File: config.mk
export PLATFORM = sky130hd
export DESIGN_NAME = memory_responder
export DESIGN_NICKNAME = d
export VERILOG_FILES = /design/src/rtl/cpu_types_pkg.sv /design/src/rtl/wait_counter.sv /design/src/rtl/memory_responder.sv
export SDC_FILE = /design/constraint.sdc
export NUM_CORES = 1
export LEC_CHECK = 0
export ABC_AREA = 1
export ABC_CLOCK_PERIOD_IN_PS = 3500
export BUFFER_PORTS_ARGS = -buffer_cell sky130_fd_sc_hd__clkbuf_2
export CORE_UTILIZATION = 40
export DETAILED_ROUTE_END_ITERATION = 16
export PLACE_DENSITY = 0.67
export SETUP_SLACK_MARGIN = 0.4
export SYNTH_ARGS = -nofsm -noshare
export SYNTH_HDL_FRONTEND = slang
export SYNTH_SLANG_ARGS = --single-unit
File: constraint.sdc
create_clock -name CLK -period 3.5 [get_ports CLK]
set_input_delay 0.7 -clock CLK [delete_from_list [all_inputs] [get_ports CLK]]
set_output_delay 0.7 -clock CLK [all_outputs]
set_load 0.005 [all_outputs]
File: src/rtl/cpu_types_pkg.sv
// Shared CPU datapath types: machine word, memory responder states and
// the width of the memory wait-state counter.
package cpu_types_pkg;

    typedef logic [31:0] word_t;

    localparam int unsigned MEMLAT_W = 4;

    typedef enum logic [1:0] {
        IDLE,
        DACCESS,
        IACCESS
    } memstate_t;

endpackage

File: src/rtl/wait_counter.sv
// Loadable down-counter used to time RAM wait states; holds at zero and
// flags it through `zero`.
module wait_counter
    import cpu_types_pkg::*;
#(
    parameter int unsigned W = MEMLAT_W
) (
    input  logic         CLK,
    input  logic         RST,
    input  logic         load,
    input  logic [W-1:0] load_val,
    input  logic         dec,
    output logic [W-1:0] count,
    output logic         zero
);

    always_ff @(posedge CLK) begin
        if (RST) begin
            count <= '0;
        end else if (load) begin
            count <= load_val;
        end else if (dec && (count != '0)) begin
            count <= count - W'(1);
        end
    end

    assign zero = (count == '0);

endmodule

File: src/rtl/memory_responder.sv
// Responder for datapath instruction/data requests against a single-ported
// RAM with LAT wait states; data requests take priority over fetches.
module memory_responder
    import cpu_types_pkg::*;
#(
    parameter int unsigned LAT = 2
) (
    input  logic  CLK,
    input  logic  RST,
    input  logic  iREN,
    input  word_t iaddr,
    output logic  ihit,
    output word_t iload,
    input  logic  dREN,
    input  logic  dWEN,
    input  word_t daddr,
    input  word_t dstore,
    output logic  dhit,
    output word_t dload,
    output logic  ramREN,
    output logic  ramWEN,
    output word_t ramaddr,
    output word_t ramstore,
    input  word_t ramload,
    output logic  busy
);

    localparam logic [MEMLAT_W-1:0] LOAD_VAL = MEMLAT_W'(LAT - 1);

    memstate_t           state, next_state;
    logic [MEMLAT_W-1:0] cnt;
    logic                cnt_zero;
    logic                take_d, take_i;

    word_t daddr_q, dstore_q, iaddr_q;
    logic  op_q;
    word_t iload_q, dload_q;

    assign take_d = (state == IDLE) && (dREN || dWEN);
    assign take_i = (state == IDLE) && !(dREN || dWEN) && iREN;

    wait_counter #(
        .W(MEMLAT_W)
    ) u_wait_counter (
        .CLK      (CLK),
        .RST      (RST),
        .load     (take_d || take_i),
        .load_val (LOAD_VAL),
        .dec      (state != IDLE),
        .count    (cnt),
        .zero     (cnt_zero)
    );

    always_ff @(posedge CLK) begin
        if (RST) begin
            state <= IDLE;
        end else begin
            state <= next_state;
        end
    end

    // Captured request is frozen for the whole access; load holds update on the hit edge.
    always_ff @(posedge CLK) begin
        if (RST) begin
            daddr_q  <= '0;
            dstore_q <= '0;
            op_q     <= 1'b0;
            iaddr_q  <= '0;
            iload_q  <= '0;
            dload_q  <= '0;
        end else begin
            if (take_d) begin
                daddr_q  <= daddr;
                dstore_q <= dstore;
                op_q     <= dWEN;
            end
            if (take_i) begin
                iaddr_q <= iaddr;
            end
            if (ihit) begin
                iload_q <= ramload;
            end
            if (dhit && !op_q) begin
                dload_q <= ramload;
            end
        end
    end

    always_comb begin
        next_state = state;
        ihit       = 1'b0;
        dhit       = 1'b0;
        ramREN     = 1'b0;
        ramWEN     = 1'b0;
        ramaddr    = '0;
        ramstore   = '0;
        iload      = iload_q;
        dload      = dload_q;
        busy       = (state != IDLE);

        case (state)
            IDLE: begin
                if (take_d) begin
                    next_state = DACCESS;
                end else if (take_i) begin
                    next_state = IACCESS;
                end
            end
            DACCESS: begin
                ramaddr  = daddr_q;
                ramstore = dstore_q;
                ramWEN   = op_q;
                ramREN   = !op_q;
                if (cnt_zero) begin
                    dhit       = 1'b1;
                    next_state = IDLE;
                    if (!op_q) begin
                        dload = ramload;
                    end
                end
            end
            IACCESS: begin
                ramaddr = iaddr_q;
                ramREN  = 1'b1;
                if (cnt_zero) begin
                    ihit       = 1'b1;
                    iload      = ramload;
                    next_state = IDLE;
                end
            end
            default: begin
                next_state = IDLE;
            end
        endcase
    end

endmodule

==> impl_metrics.json, run 1 <==
{
  "ys_warn_count": 0,
  "synth-seq-cells": 167,
  "synth_top_cells_by_count": "nand2_1, nor2_1, dfxtp_1, inv_1, o21ai_0",
  "finalWorstSetupSlack_ns": 0.652,
  "core_area_um2": 17400,
  "synth.distinct_cells": 22,
  "p_leak_nw": 5.02,
  "maxSlewViolCount": 0,
  "worst_hold_path_type": "register to register",
  "worstSetupPathType": "register to primary output",
  "die_area_um2": 18500,
  "use_met1_pct": 25.5,
  "yosysMostFrequentCell": "nand2_1",
  "fmax_ghz": 0.351,
  "syn_to_final_growth_pct": 28.5,
  "vias": 7043,
  "cts_hold_buffers": 0,
  "grt.overflow.total": 0,
  "drv_cap": 0,
  "stdcell_area_um2": 9230,
  "synth_top_family_by_area": "simple AND/OR/NAND/NOR gates",
  "rsz0062_at_grt": "false",
  "clk_pin_slew_ns": 0.06,
  "crit_required_ns": 2.80,
  "start_kind": "register",
  "via_per_inst": 4.67,
  "synth.area.mux_share_pct": 0,
  "synth_compound_area_share_pct": 15.6,
  "synthCells": 1039,
  "end_kind": "primary output",
  "met2_usage_pct": 36.0,
  "io_buffer_count": 265,
  "nNetsFinal": 1409,
  "dp_slack_ns": 1.09,
  "drc": 0,
  "placed_area_um2": 8580,
  "yosysTopAreaCellShare_pct": 46.6,
  "antenna_found_initial": 0,
  "wl_um": 19600,
  "cts-resized-gates": 0,
  "place_inst": 1477,
  "synthTopCellsByArea": "dfxtp_1, nand2_1, nor2_1",
  "async_flop_share_pct": 0,
  "ioPinCount": 266,
  "synthSimpleGateAreaFrac_pct": 26.3,
  "grt-busiest-layer": "met2",
  "final.period_utilization_pct": 81.4,
  "synth-edff-count": 0,
  "slew_headroom_pct": 52.6,
  "drive_gt1_share_pct": 27.1,
  "die_w_um": 136,
  "postCtsSetupBuffers": 0,
  "final_util_pct": 53.0,
  "synthAdderAreaFrac_pct": 0.871,
  "grtUsageTotal_pct": 21.5,
  "synth_xor_area_share_pct": 0,
  "fin_total_pwr_mw": 6.32,
  "layout.cells.non_filler": 1508,
  "num_rows": 48,
  "synth_area_um2": 7180,
  "avgSynthCellArea_um2": 6.91,
  "postRouteAntennaNets": 0,
  "setup_viol": 0,
  "synth_top_area_cell": "dfxtp_1",
  "fp.dieH_um": 136,
  "drt_iter0_drc": 303,
  "insertion_delay_ns": 0.42,
  "root_buffer": "clkbuf_16",
  "period_needed_ns": 2.85,
  "wire_per_inst_um": 13.0,
  "numCtsBuffers": 17,
  "cts_tree": "built",
  "synthFlopType": "dfxtp_1",
  "grt_max_degree": 66,
  "cts_buffer_depth": 2,
  "grt_pass1_wl_um": 31100,
  "n_antenna_cell": 0,
  "synth_seq_area_share_pct": 46.6,
  "grt_pass1_vias": 6466,
  "worstMarginPinSlew_ns": 0.710,
  "finClkSkew_ns": 0.00913,
  "cts_sinks": 167,
  "whs_ns": 0.474,
  "crit_fanout": 33,
  "power.density_nw_per_um2": 685,
  "hold_viol_final": 0,
  "initial_utilization_pct": 41.2,
  "fin_setup_tns_ns": 0,
  "ir_drop_mv": 0.347,
  "gp_congestion": 0.784,
  "htreeDepth": 4,
  "firstDrtPassIters": 6,
  "status": "completed",
  "dp_hpwl_um": 13300,
  "syn_nets": 1177,
  "cp.arrival_ns": 2.15,
  "met3_usage_pct": 6.67
}
==> cells in the final DEF, fill, tap and decap left out, types with 5 or more instances in the layout <==
master,netlist,layout
a21oi_1,72,72
buf_4,1,9
clkbuf_16,0,17
clkbuf_2,0,265
dfxtp_1,167,167
inv_1,113,112
nand2_1,246,246
nand3_1,5,5
nor2_1,229,229
o21ai_0,90,90
o21ai_1,9,9
o21ai_2,30,30
==> layout make-up <==
cell class	instances	area [um^2]
Sequential cell	167	3340
Inverter	115	433
Multi-Input combinational cell	693	3070
Fill cell	1769	8190
Tap cell	225	282
Clock buffer	21	480
Clock inverter	10	166
Timing Repair Buffer	277	1450
==> final timing paths <==
path	endpoint	slack (ns)	cells after the start	startpoint
hold / removal	iload_q[4]	0.47	2	iload_q[4]
setup reg to reg	daddr_q[29]	1.42	8	state[0]
hold reg to reg	iload_q[4]	0.47	2	iload_q[4]
setup / recovery	iload[18]	0.65	7	u_wait_counter.count[0]
==> worst max-delay path, cell delays in order, from the launching register on <==
cell,delay (ns)
dfxtp_1,0.32
inv_1,0.07
ha_1,0.30
nand3_2,0.20
clkinv_2,0.40
nand2_1,0.21
nand2_1,0.08
clkbuf_2,0.11
==> where the power goes <==
| group | switching (mW) | leakage, nW | internal, mW |
|---|---|---|---|
| logic | 1.23 | 3.33 | 0.685 |
| registers | 0.131 | 1.37 | 2.24 |
| clock network | 0.757 | 0.312 | 1.27 |
| total | 2.12 | 5.02 | 4.20 |
==> cells by family (layout without fill, tap and decap cells) <==
group	Yosys count	count (layout)
flip-flops	167	167
adder cells (fa/ha/maj)	5	5
buffers and inverters	179	423
AND/OR/NAND/NOR	487	487
AO/OA/AOI/OAI	201	201
==> metal layers <==
layer  vias to the layer above  wire length (um)
met4                         0               476
met2                       184              9200
met1                      3169              8650
li1                       3660                 -
met5                         -                 0
met3                        30              1240
==> registers in the layout, indices dropped and copies added, names as in the netlist <==
register	count
daddr_q	32
op_q	1
state	2
dstore_q	32
u_wait_counter.count	4
iaddr_q	32
dload_q	32
iload_q	32
(Power assumes the default switching activity.)
==> inputs of run 2 (changes only) <==
--- a/config.mk
+++ b/config.mk
@@ -6,7 +6,7 @@
 export NUM_CORES = 1
 export LEC_CHECK = 0
 export ABC_AREA = 1
-export ABC_CLOCK_PERIOD_IN_PS = 3500
+export ABC_CLOCK_PERIOD_IN_PS = 2900
 export BUFFER_PORTS_ARGS = -buffer_cell sky130_fd_sc_hd__clkbuf_2
 export CORE_UTILIZATION = 40
 export DETAILED_ROUTE_END_ITERATION = 16
==> constraint.sdc (replaced) <==
create_clock -name CLK -period 2.9 [get_ports CLK]
set_input_delay 0.58 -clock CLK [delete_from_list [all_inputs] [get_ports CLK]]
set_output_delay 0.58 -clock CLK [all_outputs]
set_load 0.005 [all_outputs]
==> run 2 against run 1 <==
Net effect: wire length rose by 2.1%; sequential cell count did not move; first-iteration DRC count rose by 28%; clock skew fell by 0.0013 ns; global-route usage fell by 0.22 points; critical endpoint is now dload[17]; highest routed layer unchanged.
==> impl_metrics.json, run 2 (synthesis results as in run 1) <==
{
  "initial_utilization_pct": 41.2,
  "grt_pass1_wl_um": 31000,
  "finalWorstSetupSlack_ns": 0.479,
  "vias": 7082,
  "status": "completed",
  "numCtsBuffers": 17,
  "dp_hpwl_um": 13100,
  "timing.rr.start": "state[0]",
  "drive_gt1_share_pct": 28.2,
  "drt_iter0_drc": 388,
  "worstSetupPathType": "register to primary output",
  "via_per_inst": 4.67,
  "io_buffer_count": 265,
  "cts_tree": "built",
  "slew_headroom_pct": 27.4,
  "num_rows": 48,
  "power.density_nw_per_um2": 819,
  "insertion_delay_ns": 0.42,
  "grt_pass1_vias": 6548,
  "root_buffer": "clkbuf_16",
  "reg2reg_depth": 7,
  "rsz0062_at_grt": "true",
  "min_to": "daddr_q[8]",
  "layout_common_cells": "clkbuf_2, nand2_1, nor2_1",
  "drv_cap": 0,
  "crit_required_ns": 2.32,
  "drc": 0,
  "final.period_utilization_pct": 83.5,
  "cts_sinks": 167,
  "dp_slack_ns": 0.577,
  "start_kind": "register",
  "clk_pin_slew_ns": 0.07,
  "worst_hold_path_type": "input port to register",
  "finClkSkew_ns": 0.00781,
  "grt_max_degree": 102,
  "die_w_um": 136,
  "nNetsFinal": 1416,
  "grtUsageTotal_pct": 21.3,
  "setup_viol": 0,
  "die_area_um2": 18500,
  "ff2ff_setup_slack_ns": 0.96,
  "period_needed_ns": 2.42,
  "hold_start": "daddr[8]",
  "gp_congestion": 0.805,
  "cts_buffer_depth": 2,
  "core_area_um2": 17400,
  "p_leak_nw": 5.10,
  "wl_um": 20000,
  "htreeDepth": 4,
  "fill_cells": 1749,
  "firstDrtPassIters": 7,
  "fin_setup_tns_ns": 0,
  "postRouteAntennaNets": 0,
  "timing.rr.end": "iaddr_q[10]",
  "maxSlewViolCount": 0,
  "crit_fanout": 16,
  "place_inst": 1477,
  "n_antenna_cell": 0,
  "holdPathStages": 3,
  "ioPinCount": 266,
  "syn_to_final_growth_pct": 31.3,
  "worstMarginPinSlew_ns": 1.09,
  "end_kind": "primary output",
  "layout.cells.non_filler": 1516,
  "final_common_cell": "clkbuf_2",
  "grt.overflow.total": 0,
  "fp.dieH_um": 136,
  "cp.arrival_ns": 1.84,
  "ir_drop_mv": 0.430,
  "wire_per_inst_um": 13.2,
  "antenna_found_initial": 0,
  "hold_viol_final": 0,
  "fmax_ghz": 0.413
}
run 2: worst max-delay path: stages, from the launching register on:
cell and delay (ns):
dfxtp_1 0.32, inv_2 0.09, ha_4 0.17, nand4_4 0.23
clkbuf_16 0.29, o21ai_2 0.15, inv_1 0.05, clkbuf_2 0.11
run 2: area by class of cell:
class | count | area [um^2] | area share [%]
clock buffers | 18 | 439 | 4.66
repair buffers | 284 | 1630 | 17.3
well taps | 225 | 282 | 2.99
multi-input cells | 693 | 3110 | 33.0
clock inverters | 14 | 175 | 1.86
flip-flops and latches | 167 | 3340 | 35.5
inverters | 115 | 444 | 4.71
run 2: power breakdown:
| group | switching, mW | internal, mW |
|---|---|---|
| registers | 0.163 | 2.71 |
| logic | 1.55 | 0.964 |
| clock network | 0.950 | 1.39 |
| total | 2.66 | 5.06 |
run 2: how the worst max path moves through the flow:
stage                       startpoint          to  slack (ns)  cells past startpoint
2_1_floorplan                 state[1]    dload[0]        1.01                      7
3_3_place_gp                  state[1]  ramaddr[0]        0.60                      6
3_5_place_dp                  state[1]  ramaddr[0]        0.58                      6
4_1_cts                       state[0]  ramaddr[0]        0.37                      6
5_1_grt                       state[1]    dload[6]        0.38                      8
6_report       u_wait_counter.count[0]   dload[17]        0.48                      7
run 2: routing by layer:
layer	up-vias	share of wire, %	GRT usage [%]
li1	3681	-	-
met1	3153	44	25.9
met2	211	47	35.1
met3	37	6.0	5.67
met4	0	2.6	9.26
met5	-	0	0
run 2: metrics by stage:
step / total power [mW] / instance area [um^2] / hold slack [ns] / util, %
5_1_grt: 8.24 / 9430 / 0.359 / 54.1
4_1_cts: 7.68 / 9290 / 0.360 / 53.3
3_3_place_gp: 5.21 / 8580 / 0.465 / 49.3
6_report: 7.72 / 9430 / 0.376 / 54.1
3_5_place_dp: 5.24 / 8580 / 0.466 / 49.3
2_1_floorplan: 4.42 / 7180 / 0.451 / -
run 2: repair_timing:
action / in CTS / in global routing
gates resized for setup: 7 / 19
setup endpoints to repair: 112 / 94
endpoints found under the hold margin: 0 / 0
setup buffers: 2 / 1
gates cloned: 1 / 3
hold buffers: 0 / 0
pin swaps: 0 / 1
==> inputs of run 3 (changes only) <==
--- a/config.mk
+++ b/config.mk
@@ -6,7 +6,7 @@
 export NUM_CORES = 1
 export LEC_CHECK = 0
 export ABC_AREA = 1
-export ABC_CLOCK_PERIOD_IN_PS = 2900
+export ABC_CLOCK_PERIOD_IN_PS = 2250
 export BUFFER_PORTS_ARGS = -buffer_cell sky130_fd_sc_hd__clkbuf_2
 export CORE_UTILIZATION = 40
 export DETAILED_ROUTE_END_ITERATION = 16
==> constraint.sdc (replaced) <==
create_clock -name CLK -period 2.25 [get_ports CLK]
set_input_delay 0.45 -clock CLK [delete_from_list [all_inputs] [get_ports CLK]]
set_output_delay 0.45 -clock CLK [all_outputs]
set_load 0.005 [all_outputs]
==> run 3 against run 2 <==
Net effect: the flow now finishes with violations (negative setup slack); design area grew 23%; clock power grew 18%; hold slack lost 0.14 ns; cell count grew 4.5%; core utilization grew 12 points; register-to-register slack lost 0.47 ns; sequential power grew 34%; worst setup slack lost 0.58 ns; critical path depth grew 2; largest power group is now combinational cells; highest routed layer unchanged.
==> impl_metrics.json, run 3 (synthesis results as in run 1) <==
{
  "setup_viol": 47,
  "finalWorstSetupSlack_ns": -0.0960,
  "place_inst": 1485,
  "cp_top_family": "buffers and inverters",
  "final.period_utilization_pct": 104,
  "p_sw_mw": 4.67,
  "hold_viol_final": 0,
  "violations": "negative setup slack",
  "slowest_stage": "dfxtp_2",
  "cts_buffer_depth": 2,
  "placed_area_um2": 8640,
  "swShare_pct": 38.0,
  "fp.dieH_um": 136,
  "fin_total_pwr_mw": 12.3,
  "drive_gt1_share_pct": 45.8,
  "rsz0062_at_grt": "true",
  "wire_per_inst_um": 15.9,
  "endpoint": "dload[17]",
  "initial_utilization_pct": 41.2,
  "die_area_um2": 18500,
  "maxSlewViolCount": 0,
  "cts_tree": "built",
  "n_antenna_cell": 0,
  "regArea_um2": 3350,
  "intPower_mw": 7.62,
  "reg2reg_depth": 11,
  "fin_setup_tns_ns": -2.19,
  "numCtsBuffers": 17,
  "ff2ff_setup_slack_ns": 0.49,
  "stdcell_area_um2": 11600,
  "cp_slowest_stage_delay_ns": 0.33,
  "cp.arrival_ns": 1.90,
  "start_kind": "register",
  "grt_pass1_vias": 7597,
  "via_per_inst": 4.95,
  "drc": 0,
  "startpoint": "u_wait_counter.count[0]",
  "htreeDepth": 4,
  "insertion_delay_ns": 0.43,
  "drv_cap": 0,
  "num_rows": 48,
  "fill_cells": 1462,
  "grt_pass1_wl_um": 37600,
  "grtUsageTotal_pct": 26.4,
  "end_kind": "primary output",
  "status": "finished with violations",
  "timing.rr.start": "state[1]",
  "seq_power_share_pct": 31.2,
  "finClkSkew_ns": 0.00687,
  "dp_hpwl_um": 13600,
  "ir_drop_mv": 0.674,
  "cts_sinks": 167,
  "crit_required_ns": 1.80,
  "worstPathCellList": "inv_2 > ha_4 > nand4_4 > buf_4 > buf_4 > buf_16 > o21ai_2 > inv_1 > clkbuf_2",
  "grt.overflow.total": 0,
  "crit_fanout": 8,
  "layout.cells.non_filler": 1584,
  "path_common_cell": "buf_4",
  "final_common_cell": "clkbuf_2",
  "root_buffer": "clkbuf_16",
  "hold_start": "dstore[2]",
  "power_frac_clock_pct": 22.5,
  "cp_num_cells": 9,
  "worstMarginPinSlew_ns": 0.704,
  "postRouteAntennaNets": 0,
  "worstSetupPathType": "register to primary output",
  "p_leak_nw": 6.16,
  "layout_common_cells": "clkbuf_2, nor2_1, dfxtp_1",
  "wl_um": 25300,
  "vias": 7835,
  "core_area_um2": 17400,
  "gp_congestion": 0.775,
  "drt_iter0_drc": 399,
  "antenna_found_initial": 0,
  "firstDrtPassIters": 5,
  "slew_headroom_pct": 53.1,
  "period_needed_ns": 2.35,
  "fmax_ghz": 0.426,
  "io_buffer_count": 265,
  "multiInputGateArea_um2": 4100,
  "grt_max_degree": 66,
  "ioPinCount": 266,
  "syn_to_final_growth_pct": 61.6,
  "power.density_nw_per_um2": 1060,
  "nNetsFinal": 1484,
  "timing.rr.end": "daddr_q[2]",
  "clk_pin_slew_ns": 0.07,
  "die_w_um": 136,
  "worst_hold_path_type": "input port to register",
  "crit_buf_inv": 6,
  "combPwrFrac_pct": 46.3
}
run 3: changes by cell type in the layout (fill, tap and decap cells not counted), sizes merged:
cell	previous run	this run
clkbuf	287	248
bufinv	3	0
inv	116	120
buf	15	121
clkinvlp	2	5
clkinv	8	5
run 3: per-stage QoR:
step	setup WS [ns]	utilization, %	hold WS [ns]
after floorplan	0.486	-	0.451
after global placement	0.215	49.6	0.463
after detailed placement	0.133	49.6	0.463
after CTS	-0.0751	62.2	0.225
after global routing	-0.165	66.6	0.234
final	-0.0960	66.6	0.235
run 3: area by class of cell:
type	count	area share [%]
Sequential cell	167	28.9
Timing Repair Buffer	352	24.8
Clock buffer	17	3.67
Tap cell	225	2.43
Inverter	115	3.91
Multi-Input combinational cell	693	35.3
Clock inverter	15	1.03
run 3: worst min-delay path by stage:
stage / end / slack (ns) / cells after the start
floorplan: iload_q[10] / 0.45 / 2
global placement: iload_q[27] / 0.46 / 2
detailed placement: iload_q[24] / 0.46 / 2
CTS: dstore_q[2] / 0.22 / 3
global route: daddr_q[3] / 0.23 / 3
finish: dstore_q[2] / 0.24 / 3
run 3: power by group through the flow:
| stage | Combinational (mW) | Sequential (mW) | Clock (mW) |
|---|---|---|---|
| final | 5.69 | 3.84 | 2.77 |
| after global routing | 6.11 | 3.89 | 2.92 |
| after floorplan | 2.00 | 3.70 | 0 |
| after global placement | 3.02 | 3.74 | 0 |
| after CTS | 4.89 | 3.76 | 2.79 |
| after detailed placement | 3.05 | 3.75 | 0 |
run 3: per-layer routing:
metal	up-vias	GRT usage, %	routed length (um)
met2	327	44.0	12400
met4	0	14.4	996
met5	-	0	0
met3	75	6.75	1880
met1	3612	30.8	9960
li1	3821	-	-
run 3: what timing repair did:
item / in CTS / in global routing
pin swaps: 43 / 51
hold buffers: 0 / 0
resized for setup: 248 / 173
setup endpoints to repair: 133 / 192
buffers inserted: 31 / 11
gates cloned: 21 / 4
run 3: worst register-to-register path, delay by kind of cell, from the launching register on:
family,cells,cell delay (ns)
buffers and inverters,7,0.77
DFF,1,0.33
adders and majority gates,1,0.17
and+or+nand+nor,3,0.38
